File: config.mk
export PLATFORM = sky130hd
export DESIGN_NAME = div_sched
export DESIGN_NICKNAME = d
export VERILOG_FILES = /design/src/rtl/div_sched.sv
export SDC_FILE = /design/constraint.sdc
export NUM_CORES = 1
export LEC_CHECK = 0
export ABC_AREA = 1
export BUFFER_PORTS_ARGS = -buffer_cell sky130_fd_sc_hd__buf_2
export CORE_MARGIN = 10
export CORE_UTILIZATION = 45
export DETAILED_ROUTE_END_ITERATION = 8
export PLACE_DENSITY_LB_ADDON = 0.05
export SLEW_MARGIN = 20
export SYNTH_ARGS = -nofsm -noshare
export SYNTH_HDL_FRONTEND = slang
export SYNTH_SLANG_ARGS = --single-unit
File: constraint.sdc
create_clock -name clk -period 6.5 [get_ports clk]
set_input_delay 0.325 -clock clk [delete_from_list [all_inputs] [get_ports clk]]
set_output_delay 0.325 -clock clk [all_outputs]
set_load 0.005 [all_outputs]
File: src/rtl/div_sched.sv
// div_sched: in-order request FIFO plus launch/capture controller for the iterative 32x32 divider.
// Optional build macro DIV_ZERO_BYPASS_EN answers zero-divisor requests from IDLE without the divider.
module div_sched #(
    parameter int DEPTH = 2,
    parameter int TAG_W = 6
) (
    input  logic             clk,
    input  logic             rst,
    input  logic             req_valid,
    output logic             req_ready,
    input  logic [1:0]       req_op,
    input  logic [31:0]      req_op1,
    input  logic [31:0]      req_op2,
    input  logic [TAG_W-1:0] req_tag,
    input  logic             flush,
    output logic             div_req,
    output logic [1:0]       div_op,
    output logic [31:0]      div_op1,
    output logic [31:0]      div_op2,
    input  logic             div_done,
    input  logic [31:0]      div_result,
    output logic             div_stall,
    output logic             res_valid,
    input  logic             res_ready,
    output logic [TAG_W-1:0] res_tag,
    output logic [31:0]      res_value
);
    localparam int PTR_W = $clog2(DEPTH);
    localparam logic [PTR_W:0] PTR_ONE = (PTR_W+1)'(1);

    localparam logic [1:0] S_IDLE  = 2'd0;
    localparam logic [1:0] S_ISSUE = 2'd1;
    localparam logic [1:0] S_WAIT  = 2'd2;

    logic [1:0]       op_mem  [DEPTH];
    logic [31:0]      op1_mem [DEPTH];
    logic [31:0]      op2_mem [DEPTH];
    logic [TAG_W-1:0] tag_mem [DEPTH];

    logic [PTR_W:0]   wr_ptr_q, wr_ptr_d;
    logic [PTR_W:0]   rd_ptr_q, rd_ptr_d;
    logic [1:0]       state_q, state_d;
    logic [1:0]       iss_op_q, iss_op_d;
    logic [31:0]      iss_op1_q, iss_op1_d;
    logic [31:0]      iss_op2_q, iss_op2_d;
    logic [TAG_W-1:0] iss_tag_q, iss_tag_d;
    logic             killed_q, killed_d;
    logic             res_valid_q, res_valid_d;
    logic [TAG_W-1:0] res_tag_q, res_tag_d;
    logic [31:0]      res_value_q, res_value_d;

    logic             fifo_empty, fifo_full;
    logic             push, pop, launch, bypass, capture;
    logic [1:0]       head_op;
    logic [31:0]      head_op1, head_op2;
    logic [TAG_W-1:0] head_tag;

    assign fifo_empty = (wr_ptr_q == rd_ptr_q);
    assign fifo_full  = (wr_ptr_q[PTR_W] != rd_ptr_q[PTR_W]) &&
                        (wr_ptr_q[PTR_W-1:0] == rd_ptr_q[PTR_W-1:0]);

    assign head_op  = op_mem[rd_ptr_q[PTR_W-1:0]];
    assign head_op1 = op1_mem[rd_ptr_q[PTR_W-1:0]];
    assign head_op2 = op2_mem[rd_ptr_q[PTR_W-1:0]];
    assign head_tag = tag_mem[rd_ptr_q[PTR_W-1:0]];

    assign req_ready = ~fifo_full;
    assign push      = req_valid & ~fifo_full & ~flush;

    // A killed op never stalls: its result is discarded, so the register's occupancy is irrelevant.
    assign capture   = (state_q == S_WAIT) & div_done & (~res_valid_q | res_ready | killed_q);
    assign div_stall = div_done & ~capture;

    assign div_req   = (state_q == S_ISSUE);
    assign div_op    = iss_op_q;
    assign div_op1   = iss_op1_q;
    assign div_op2   = iss_op2_q;
    assign res_valid = res_valid_q;
    assign res_tag   = res_tag_q;
    assign res_value = res_value_q;

    always_comb begin
        // NOTE: every signal gets a default here so no path leaves it unassigned and infers a latch.
        state_d     = state_q;
        iss_op_d    = iss_op_q;
        iss_op1_d   = iss_op1_q;
        iss_op2_d   = iss_op2_q;
        iss_tag_d   = iss_tag_q;
        killed_d    = killed_q;
        res_valid_d = res_valid_q;
        res_tag_d   = res_tag_q;
        res_value_d = res_value_q;
        wr_ptr_d    = wr_ptr_q;
        rd_ptr_d    = rd_ptr_q;
        pop         = 1'b0;
        launch      = 1'b0;
        bypass      = 1'b0;

        case (state_q)
            S_IDLE: begin
                if (!fifo_empty && !flush) begin
`ifdef DIV_ZERO_BYPASS_EN
                    if (head_op2 == 32'd0) begin
                        bypass = ~res_valid_q | res_ready;
                        pop    = bypass;
                    end else begin
                        pop    = 1'b1;
                        launch = 1'b1;
                    end
`else
                    pop    = 1'b1;
                    launch = 1'b1;
`endif
                end
            end
            S_ISSUE: begin
                state_d = S_WAIT;
                if (flush) killed_d = 1'b1;
            end
            S_WAIT: begin
                if (capture) begin
                    state_d  = S_IDLE;
                    killed_d = 1'b0;
                end else if (flush) begin
                    killed_d = 1'b1;
                end
            end
            default: state_d = S_IDLE;
        endcase

        if (launch) begin
            state_d   = S_ISSUE;
            iss_op_d  = head_op;
            iss_op1_d = head_op1;
            iss_op2_d = head_op2;
            iss_tag_d = head_tag;
        end

        if (res_valid_q && res_ready) res_valid_d = 1'b0;
        if (capture && !killed_q && !flush) begin
            res_valid_d = 1'b1;
            res_value_d = div_result;
            res_tag_d   = iss_tag_q;
        end
        if (bypass) begin
            res_valid_d = 1'b1;
            res_value_d = head_op[1] ? head_op1 : 32'hFFFF_FFFF;
            res_tag_d   = head_tag;
        end
        if (flush) res_valid_d = 1'b0;

        if (flush) begin
            wr_ptr_d = '0;
            rd_ptr_d = '0;
        end else begin
            if (push) wr_ptr_d = wr_ptr_q + PTR_ONE;
            if (pop)  rd_ptr_d = rd_ptr_q + PTR_ONE;
        end
    end

    // NOTE: payload storage has no reset; the pointers alone define which entries are live.
    always_ff @(posedge clk) begin
        if (push) begin
            op_mem[wr_ptr_q[PTR_W-1:0]]  <= req_op;
            op1_mem[wr_ptr_q[PTR_W-1:0]] <= req_op1;
            op2_mem[wr_ptr_q[PTR_W-1:0]] <= req_op2;
            tag_mem[wr_ptr_q[PTR_W-1:0]] <= req_tag;
        end
    end

    // NOTE: state updates use non-blocking assignments so every register samples pre-edge values.
    always_ff @(posedge clk or posedge rst) begin
        if (rst) begin
            wr_ptr_q    <= '0;
            rd_ptr_q    <= '0;
            state_q     <= S_IDLE;
            iss_op_q    <= '0;
            iss_op1_q   <= '0;
            iss_op2_q   <= '0;
            iss_tag_q   <= '0;
            killed_q    <= 1'b0;
            res_valid_q <= 1'b0;
            res_tag_q   <= '0;
            res_value_q <= '0;
        end else begin
            wr_ptr_q    <= wr_ptr_d;
            rd_ptr_q    <= rd_ptr_d;
            state_q     <= state_d;
            iss_op_q    <= iss_op_d;
            iss_op1_q   <= iss_op1_d;
            iss_op2_q   <= iss_op2_d;
            iss_tag_q   <= iss_tag_d;
            killed_q    <= killed_d;
            res_valid_q <= res_valid_d;
            res_tag_q   <= res_tag_d;
            res_value_q <= res_value_d;
        end
    end

endmodule
==> Word level (Yosys, flattened, before mapping) <==
Memory sizes are Yosys's and may differ from the RTL's. A register that Yosys moved wholly into a read port is not among the register bits.
Index checks and enable logic that the tools add are counted.
W data, S select, Z words.
{ "op_classes": {"n_addsub": 2, "mul": 0, "div_mod_pow": 0, "magnitude_cmp": 0, "eq_ne": 7, "n_shift": 0, "muxes": 17, "bitwise_logic": 11, "reduce_logical": 14} }
{ "ops": {"columns": ["operator", "count"], "rows": [
  ["$mux W2", 6],
  ["$mux W1", 9],
  ["$pmux W2 S3", 1],
  ["$reduce_bool A2 Y1", 3],
  ["$and A1 B1 Y1", 5],
  ["$logic_and A1 B1 Y1", 5],
  ["$add A2 B1 Y2 const B", 2],
  ["$not A1 Y1", 4],
  ["$logic_not A1 Y1", 3],
  ["$ne A3 B3 Y1 const B", 1],
  ["$reduce_bool A3 Y1", 1],
  ["$eq A2 B1 Y1 const B", 1],
  ["$eq A2 B2 Y1", 1],
  ["$eq A2 B2 Y1 const B", 1],
  ["$logic_not A2 Y1", 1],
  ["$ne A2 B2 Y1 const B", 1],
  ["$or A1 B1 Y1", 2],
  ["$pmux W1 S2", 1],
  ["$reduce_and A2 Y1", 1],
  ["$eq A1 B1 Y1", 1],
  ["$ne A1 B1 Y1", 1]
]} }
{ "word_totals": {"ff_bits": 46, "latch_bits": 0, "mem_bits_rw": 144, "mem_bits_ro": 0, "inputBits": 110, "elab_cells": 62, "memories": 4} }
{ "mem_list": {"columns": ["memory", "depth", "width", "rd", "rd_ports_with_merged_regs", "wr", "line_no", "rtl"], "rows": [
  ["op1_mem", 2, 32, 1, 1, 1, "36", "logic [31:0] op1_mem [DEPTH];"],
  ["op2_mem", 2, 32, 1, 1, 1, "37", "logic [31:0] op2_mem [DEPTH];"],
  ["tag_mem", 2, 6, 1, 1, 1, "38", "logic [TAG_W-1:0] tag_mem [DEPTH];"],
  ["op_mem", 2, 2, 1, 1, 1, "35", "logic [1:0] op_mem [DEPTH];"]
]} }

==> Longest topological paths before layout <==
Gate-level depths: netlist of the first run.
{ "logic_depth": {"word_depth": 8, "mapped_depth": 11} }

==> Least setup slack after synthesis of the first run <==
No wires, ideal clock.
{ "synth_path": {"kind": "register to register", "start": "register rd_ptr_q[0]", "end": "memory op1_mem[1][0] (enable)", "setup_time_ns": 0.591, "arrival_time_ns": 5.732, "required_time_ns": 5.909, "path_slack_ns": 0.177, "path_stages_with_launch": 8, "path_buffers": 1, "period_less_slack_ns": 6.323, "path_cell_list": "dfrtp_1 > buf_2 > inv_4 > nand2_1 > nand2_1 > nand3_1 > nand2_1 > nor3_1"} }
{ "synth_via": {"elab_chain_len": 7} }
{ "synth_lines": {"columns": ["item", "line_no", "rtl"], "rows": [
  ["start, declared", "41", "logic [PTR_W:0] rd_ptr_q, rd_ptr_d;"],
  ["start signal, assigned", "187", "rd_ptr_q <= rd_ptr_d;"],
  ["$eq A1 B1 Y1", "60", "(wr_ptr_q[PTR_W-1:0] == rd_ptr_q[PTR_W-1:0]);"],
  ["$logic_and A1 B1 Y1", "59", "assign fifo_full = (wr_ptr_q[PTR_W] != rd_ptr_q[PTR_W]) &&"],
  ["$not A1 Y1", null, null],
  ["net req_ready", "10", "output logic req_ready,"],
  ["$and A1 B1 Y1 (2 in a row)", "68", "assign push = req_valid & ~fifo_full & ~flush;"],
  ["$mux W1", "163", "if (push) begin"],
  ["$mux W1 (implied by the code)", "165", "op1_mem[wr_ptr_q[PTR_W-1:0]] <= req_op1;"],
  ["end, declared", "36", null]
]} }
The timed path passes the listed nets, and every way through them passes these cells.

==> Worst setup path in the final report of the first run <==
{ "layout_path": {"start": "register rd_ptr_q[0]", "end": "register iss_op1_q[5] (netlist: div_op1[5]), read port of op1_mem"} }
{ "layout_via": {"elab_chain_len": 5} }
{ "layout_lines": {"columns": ["item", "line_no", "rtl"], "rows": [
  ["$eq A2 B2 Y1", "58", "assign fifo_empty = (wr_ptr_q == rd_ptr_q);"],
  ["$logic_not A1 Y1", "101", "if (!fifo_empty && !flush) begin"],
  ["$logic_and A1 B1 Y1", "101", null],
  ["$mux W1", "101", null],
  ["$mux W1", "99", "case (state_q)"],
  ["end, declared", "44", "logic [31:0] iss_op1_q, iss_op1_d;"]
]} }
Parallel ways exist; a longest one is shown, timed or not.
A chain may end at the register's enable or synchronous reset.

==> results.md, run 1 <==
* Status: complete, but fails checks
* Violated checks: hold timing
* Layout net count at 1,314
* CP Class: reg -> reg
* Setup TNS at 0 ns
* HPWL after detailed placement at 13.6 mm
* Maximum vdd drop at 0.000248 V
* Most used DFF post-synth: edfxtp_1
* GRT overflow at 0
* H-tree depth at 1
* Leakage at 6.37 nW
* Cell taking the most area after synthesis: edfxtp_1
* Critical Path RT at 6.97 ns
* Top cell type's share of synthesized area at 0.435
* Clock sinks at 262
* CP max FO at 77
* Period utilization at 0.592
* Hold buffers post-CTS at 75
* MaxCap Viol Count at 0
* Clk_skew at 0.0168 ns
* Synth cell types at 21
* Placer congestion estimate at 0.760
* Root Buffer: clkbuf_16
* Global-route wire length before repair at 37.9 mm
* Syn nets at 1,027
* CTS tree: done
* Placement-stage cell area at 11,200 µm²
* Routed wire per std cell at 15.6 µm
* Seq/Total Area, Yosys at 0.733
* Vias in the first global route at 6,940
* Largest cells by area after synthesis: edfxtp_1 44%, dfrtp_1 30%, nand2_1 20%
* Worst-Skew Late Latency at 0.54 ns
* Antenna violations before repair at 1
* FFs w/ async S/R, synth at 0.450
* Initial core utilization at 0.457
* Post-CTS setup buffers at 0
* Clock buffer count from CTS at 30
* Max clock buf depth at 3
* Resized cells post-CTS at 0
* Via density per instance at 4.57
* Reg clk slew, reported paths at 0.06 ns
* CP endpoint kind: register
* Syn Inst Count at 914
* Register bit total from synthesis at 262
* Row Count at 54
* Die Ht at 169 µm
* Max Freq at 0.260 GHz
* Area grow syn2layout at 31.2%
* Layout cell share with drive strength beyond 1 at 0.233
* Synthesis Warnings at 0
* TritonRoute pass-1 iters at 4
* Worst Tran Pin Value at 1.04 ns
* RSZ-0062 raised after global routing: no
* # port buffers at 217
* # setup viols final at 0
* Post-Route WL at 23.5 mm
* I/O pin cnt at 218
* Largest net degree at the start of global routing at 78
* Total GRT Usage at 0.162
* Remaining antenna violation count after routing at 0
* Hold Violations, Final at 6
* Synth Cell Area at 9930 µm²
* Iteration-0 DRC Markers at 564
* Synth Area per Inst at 10.9 µm²
* Die X at 169 µm
* Core ar. at 21,800 µm²
* Die area at 28,400 µm²
* Design area at 13,000 µm²
* WHS at -0.00794 ns
* Max Slew Vio Count at 0
* Fill cells at 1,830
* Final min period at 3.85 ns
* EDFF count, synth at 144
* Total power per unit cell area at 417 nW/µm²
* # DRC at 0
* Crit path DAT at 4.32 ns
* Slew HR at 0.304
* Hold Path Class: in -> async
* Total number of vias at 6,887
* CP Launch Type: register
==> placed cells by master (no fill, tap or decap) <==
| cell type | instances |
|---|---|
| edfxtp_1 | 144 |
| nor3_2 | 1 |
| clkinv_1 | 1 |
| clkinvlp_4 | 4 |
| ha_1 | 3 |
| bufinv_16 | 5 |
| clkinv_2 | 5 |
| nand4_1 | 3 |
| clkbuf_1 | 4 |
| nor2_1 | 1 |
| dfrtp_1 | 117 |
| inv_2 | 3 |
| dlygate4sd3_1 | 75 |
| clkinv_4 | 2 |
| o21ai_0 | 2 |
| xor2_1 | 2 |
| buf_4 | 6 |
| clkbuf_16 | 31 |
| nor2_2 | 1 |
| diode_2 | 1 |
| o22ai_1 | 1 |
| inv_4 | 2 |
| clkbuf_8 | 4 |
| nand3_4 | 1 |
| inv_1 | 9 |
| clkinv_8 | 2 |
| nand2_1 | 531 |
| nand2_2 | 1 |
| buf_2 | 217 |
| dfrtp_4 | 1 |
| nand3_1 | 46 |
==> power by group <==
group / internal, W / switching, W
clock network: 0.00112 / 0.000676
registers: 0.00217 / 0.000252
logic: 0.000501 / 0.000715
==> through the flow <==
stage / utilization / std cells / power [W] / setup slack, ns
final: 0.599 / 1506 / 0.00544 / 2.65
after global routing: 0.599 / 1505 / 0.00581 / 2.12
after CTS: 0.599 / 1505 / 0.00552 / 2.51
after detailed placement: 0.514 / 1374 / 0.00367 / 2.51
after global placement: 0.514 / 1374 / 0.00366 / 2.54
after floorplan: - / 914 / 0.00311 / 0.177
==> worst paths after layout <==
path | cells after the start | to | start | slack, ns
worst min-delay path | 2 | res_value[6]$_DFFE_PP0P_ | rst | -0.008
max in group asynchronous | 3 | rd_ptr_q[0]$_DFFE_PP0P_ | rst | 5.25
worst max-delay path | 9 | div_op1[5]$_DFFE_PP0P_ | rd_ptr_q[0]$_DFFE_PP0P_ | 2.65
worst min register to register | 2 | res_value[29]$_DFFE_PP0P_ | res_value[29]$_DFFE_PP0P_ | 0.47
worst max register to register | 9 | div_op1[5]$_DFFE_PP0P_ | rd_ptr_q[0]$_DFFE_PP0P_ | 2.65
min in group clk | 3 | res_value[9]$_DFFE_PP0P_ | div_result[9] | 0.03
==> Yosys cell counts, types with 3 or more instances <==
library cell  count
nand4_1           3
inv_2             3
edfxtp_1        144
clkbuf_1         16
buf_4             7
nand2_1         531
inv_1            11
nand3_1          46
ha_1              3
buf_2            15
buf_6             5
dfrtp_1         118
==> cell type report <==
cell class,instances,area (µm²),area share
Timing Repair Buffer,298,1880,0.144
Clock inverter,17,250,0.0192
Antenna cell,1,2.50,0.000192
Tap cell,280,350,0.0269
Sequential cell,262,7280,0.559
Clock buffer,39,846,0.0649
Inverter,16,66.3,0.00509
Multi-Input combinational cell,593,2360,0.181
==> metal layers <==
layer | track usage | part of all wire | wire [µm] | vias up
li1 | - | - | - | 3512
met1 | 0.208 | 0.43 | 10100 | 3156
met2 | 0.275 | 0.49 | 11500 | 196
met3 | 0.0438 | 0.070 | 1640 | 23
met4 | 0.0291 | 0.013 | 308 | 0
met5 | 0 | 0 | 0 | -
==> logic make-up (layout without fill, tap and decap cells) <==
group / after synthesis / after routing / share of synthesized area
AO/OA/AOI/OAI: 3 / 3 / 0.00164
XOR/XNOR: 2 / 2 / 0.00176
adder cells (fa/ha/maj): 3 / 3 / 0.00378
buffers and inverters: 59 / 370 / 0.0309
flip-flops: 262 / 262 / 0.733
other: 0 / 1 / 0
AND/OR/NAND/NOR: 585 / 585 / 0.229
==> flip-flops by register name, summed over array words and instances, names as in the netlist, 4 cells and up <==
register,count
op1_mem,64
iss_tag_q,6
div_op2,32
div_op1,32
op_mem,4
tag_mem,12
res_tag,6
op2_mem,64
res_value,32
==> critical path: stages, from the launching register on <==
cell and delay [ns]:
dfrtp_4 1.03, inv_4 0.54, nand2_1 0.17, nand2_1 0.09, nand2_2 0.11, nand3_4 0.71
inv_2 0.18, buf_4 0.67, nand2_1 0.13, nand2_1 0.10
Note: power is estimated with default switching activity, not from simulation.
==> run 2: changes to the inputs <==
- ABC_AREA: 1 -> 0
- clock period: 6.5 -> 3.46 ns (I/O delays scaled with it)
==> run 2 against run 1 <==
- the run now ends clean
- maximum frequency increased by 74%
- setup slack got worse by 1.4 ns
- area after synthesis decreased by 1.7%
- sequential share of layout area decreased by 0.91 points
- worst hold slack improved by 0.051 ns
- utilization increased by 2.5 points
- via count decreased by 18%
- largest power group unchanged
==> results.md, run 2 <==
* R2r startpoint: wr_ptr_q[0]$_DFFE_PP0P_
* Worst Tran Pin Value at 0.764 ns
* Root Buffer: clkbuf_16
* Syn Inst Count at 514
* GRT overflow at 0
* Status: finished clean
* Core ar. at 21,200 µm²
* Row Count at 53
* Hold buffers post-CTS at 108
* Die X at 167 µm
* Seq/Total Area, Yosys at 0.745
* Max clock buf depth at 3
* Max Slew Vio Count at 0
* # setup viols final at 0
* CTS tree: done
* Routed wire per std cell at 18.8 µm
* Register bit total from synthesis at 262
* FFs w/ async S/R, synth at 0.450
* # port buffers at 217
* Most common cell after layout, fill and taps aside: buf_2
* Vias in the first global route at 6,371
* HPWL after detailed placement at 13.9 mm
* Critical Path RT at 3.60 ns
* H-tree depth at 1
* CP Launch Type: register
* Slew HR at 0.490
* Synthesis Warnings at 0
* FF-to-FF End: op1_mem[1][21]$_DFFE_PP_
* Total GRT Usage at 0.150
* Resized cells post-CTS at 0
* Clk_skew at 0.0173 ns
* Met1 WL at 8.88 mm
* Reg clk slew, reported paths at 0.06 ns
* MaxCap Viol Count at 0
* Syn nets at 627
* Hold Violations, Final at 0
* Placer congestion estimate at 0.784
* Antenna violations before repair at 0
* Most frequent cells in the layout: 217 x buf_2, 177 x mux2_2, 144 x edfxtp_1, 117 x dfrtp_1, 108 x dlygate4sd3_1
* Crit path DAT at 2.36 ns
* Area grow syn2layout at 35.6%
* Post-Route WL at 21.6 mm
* CP endpoint kind: register
* Setup crit end: op1_mem[1][21]$_DFFE_PP_
* Global-route wire length before repair at 34.5 mm
* Post-synth top cells: 177 x mux2_2, 144 x edfxtp_1, 118 x dfrtp_1
* CP Class: reg -> reg
* TritonRoute pass-1 iters at 5
* Via density per instance at 4.90
* Period utilization at 0.640
* Setup TNS at 0 ns
* Fin worst setup slack at 1.25 ns
* Post-CTS setup buffers at 0
* Final min period at 2.21 ns
* Leakage at 5.51 nW
* DR top layer: met4
* Internal reg-to-reg setup slack at 1.25 ns
* Hold Path Class: in -> reg
* Clock buffer count from CTS at 27
* Clock sinks at 262
* Setup slack at placement at 1.25 ns
* Layout net count at 969
* Synth Cell Area at 9770 µm²
* RSZ-0062 raised after global routing: no
* Max Freq at 0.452 GHz
* CP max FO at 46
* Largest net degree at the start of global routing at 77
* # DRC at 0
* Initial core utilization at 0.460
* Antenna cell count at 0
* Cell with the most instances after synthesis: mux2_2
* Die area at 28,000 µm²
* I/O pin cnt at 218
* Iteration-0 DRC Markers at 261
* Cell taking the most area after synthesis: edfxtp_1
* Maximum vdd drop at 0.000498 V
* Top cell type's share of synthesized area at 0.443
* Synth Area per Inst at 19.0 µm²
* DR WL met2 at 11.1 mm
* Worst Reg-to-Reg Cells at 4
* Synth cell types at 33
* Die Ht at 167 µm
* Worst-Skew Late Latency at 0.51 ns
* Total power per unit cell area at 766 nW/µm²
* EDFF count, synth at 144
* Met3 wire len at 1.28 mm
* Layout cell share with drive strength beyond 1 at 0.517
* Total number of vias at 5,644
* Critical path startpoint: wr_ptr_q[0]$_DFFE_PP0P_
* Most used DFF post-synth: edfxtp_1
* Largest cells by area after synthesis: edfxtp_1 44%, dfrtp_1 30%, mux2_2 20%
* Remaining antenna violation count after routing at 0
## run 2: final cells by class
type	count	area (µm²)
fill	1624	7970
sequential	262	7280
multi-input combinational	225	2390
timing repair buffer	335	2270
clock buffer	37	753
tap	275	344
clock inverter	12	183
inverter	5	21.3
## run 2: cells by family (layout without fill, tap and decap cells)
logic type | count (synthesis) | after routing | share of synthesized area
AO/OA/AOI/OAI | 15 | 15 | 0.0118
XOR/XNOR | 3 | 3 | 0.00346
adder cells (fa/ha/maj) | 3 | 3 | 0.00384
buffers and inverters | 27 | 389 | 0.0123
flip-flops | 262 | 262 | 0.745
multiplexers | 185 | 185 | 0.213
AND/OR/NAND/NOR | 19 | 19 | 0.0106
## run 2: how the worst min path moves through the flow
stage,startpoint,end,slack (ns),cells past startpoint
after global routing,req_valid,wr_ptr_q[1]$_DFFE_PP0P_,0.05,4
after global placement,req_op2[19],op2_mem[0][19]$_DFFE_PP_,0.36,1
after detailed placement,rst,res_tag[3]$_DFFE_PP0P_,0.37,2
final,req_valid,wr_ptr_q[1]$_DFFE_PP0P_,0.04,4
after CTS,req_valid,wr_ptr_q[1]$_DFFE_PP0P_,0.02,4
after floorplan,req_op1[0],op1_mem[0][0]$_DFFE_PP_,0.27,0
## run 2: report_power, final
group / total (W) / switching, W / internal, W
logic: 0.00266 / 0.00115 / 0.00151
registers: 0.00449 / 0.000373 / 0.00411
clock network: 0.00300 / 0.00111 / 0.00189
total: 0.0101 / 0.00264 / 0.00751
## run 2: layer usage
| metal | vias up | global-route usage |
|---|---|---|
| met5 | - | 0 |
| met4 | 0 | 0.0333 |
| met3 | 32 | 0.0344 |
| met2 | 165 | 0.268 |
| met1 | 2843 | 0.179 |
| li1 | 2604 | - |
## run 2: per-stage QoR
stage / hold WS (ns) / power [W] / util / cells / cell area (µm²)
2_1_floorplan: 0.272 / 0.00604 / - / 514 / 9790
3_3_place_gp: 0.361 / 0.00706 / 0.528 / 993 / 11200
3_5_place_dp: 0.365 / 0.00717 / 0.528 / 993 / 11200
4_1_cts: 0.0178 / 0.0103 / 0.623 / 1150 / 13200
5_1_grt: 0.0460 / 0.0107 / 0.624 / 1151 / 13300
6_report: 0.0428 / 0.0101 / 0.624 / 1151 / 13300
## run 2: critical path, stage by stage, from the launching register on
cell	delay [ns]
dfrtp_1	0.51
xnor2_2	0.24
a21bo_2	0.29
nor3b_4	0.19
buf_4	0.59
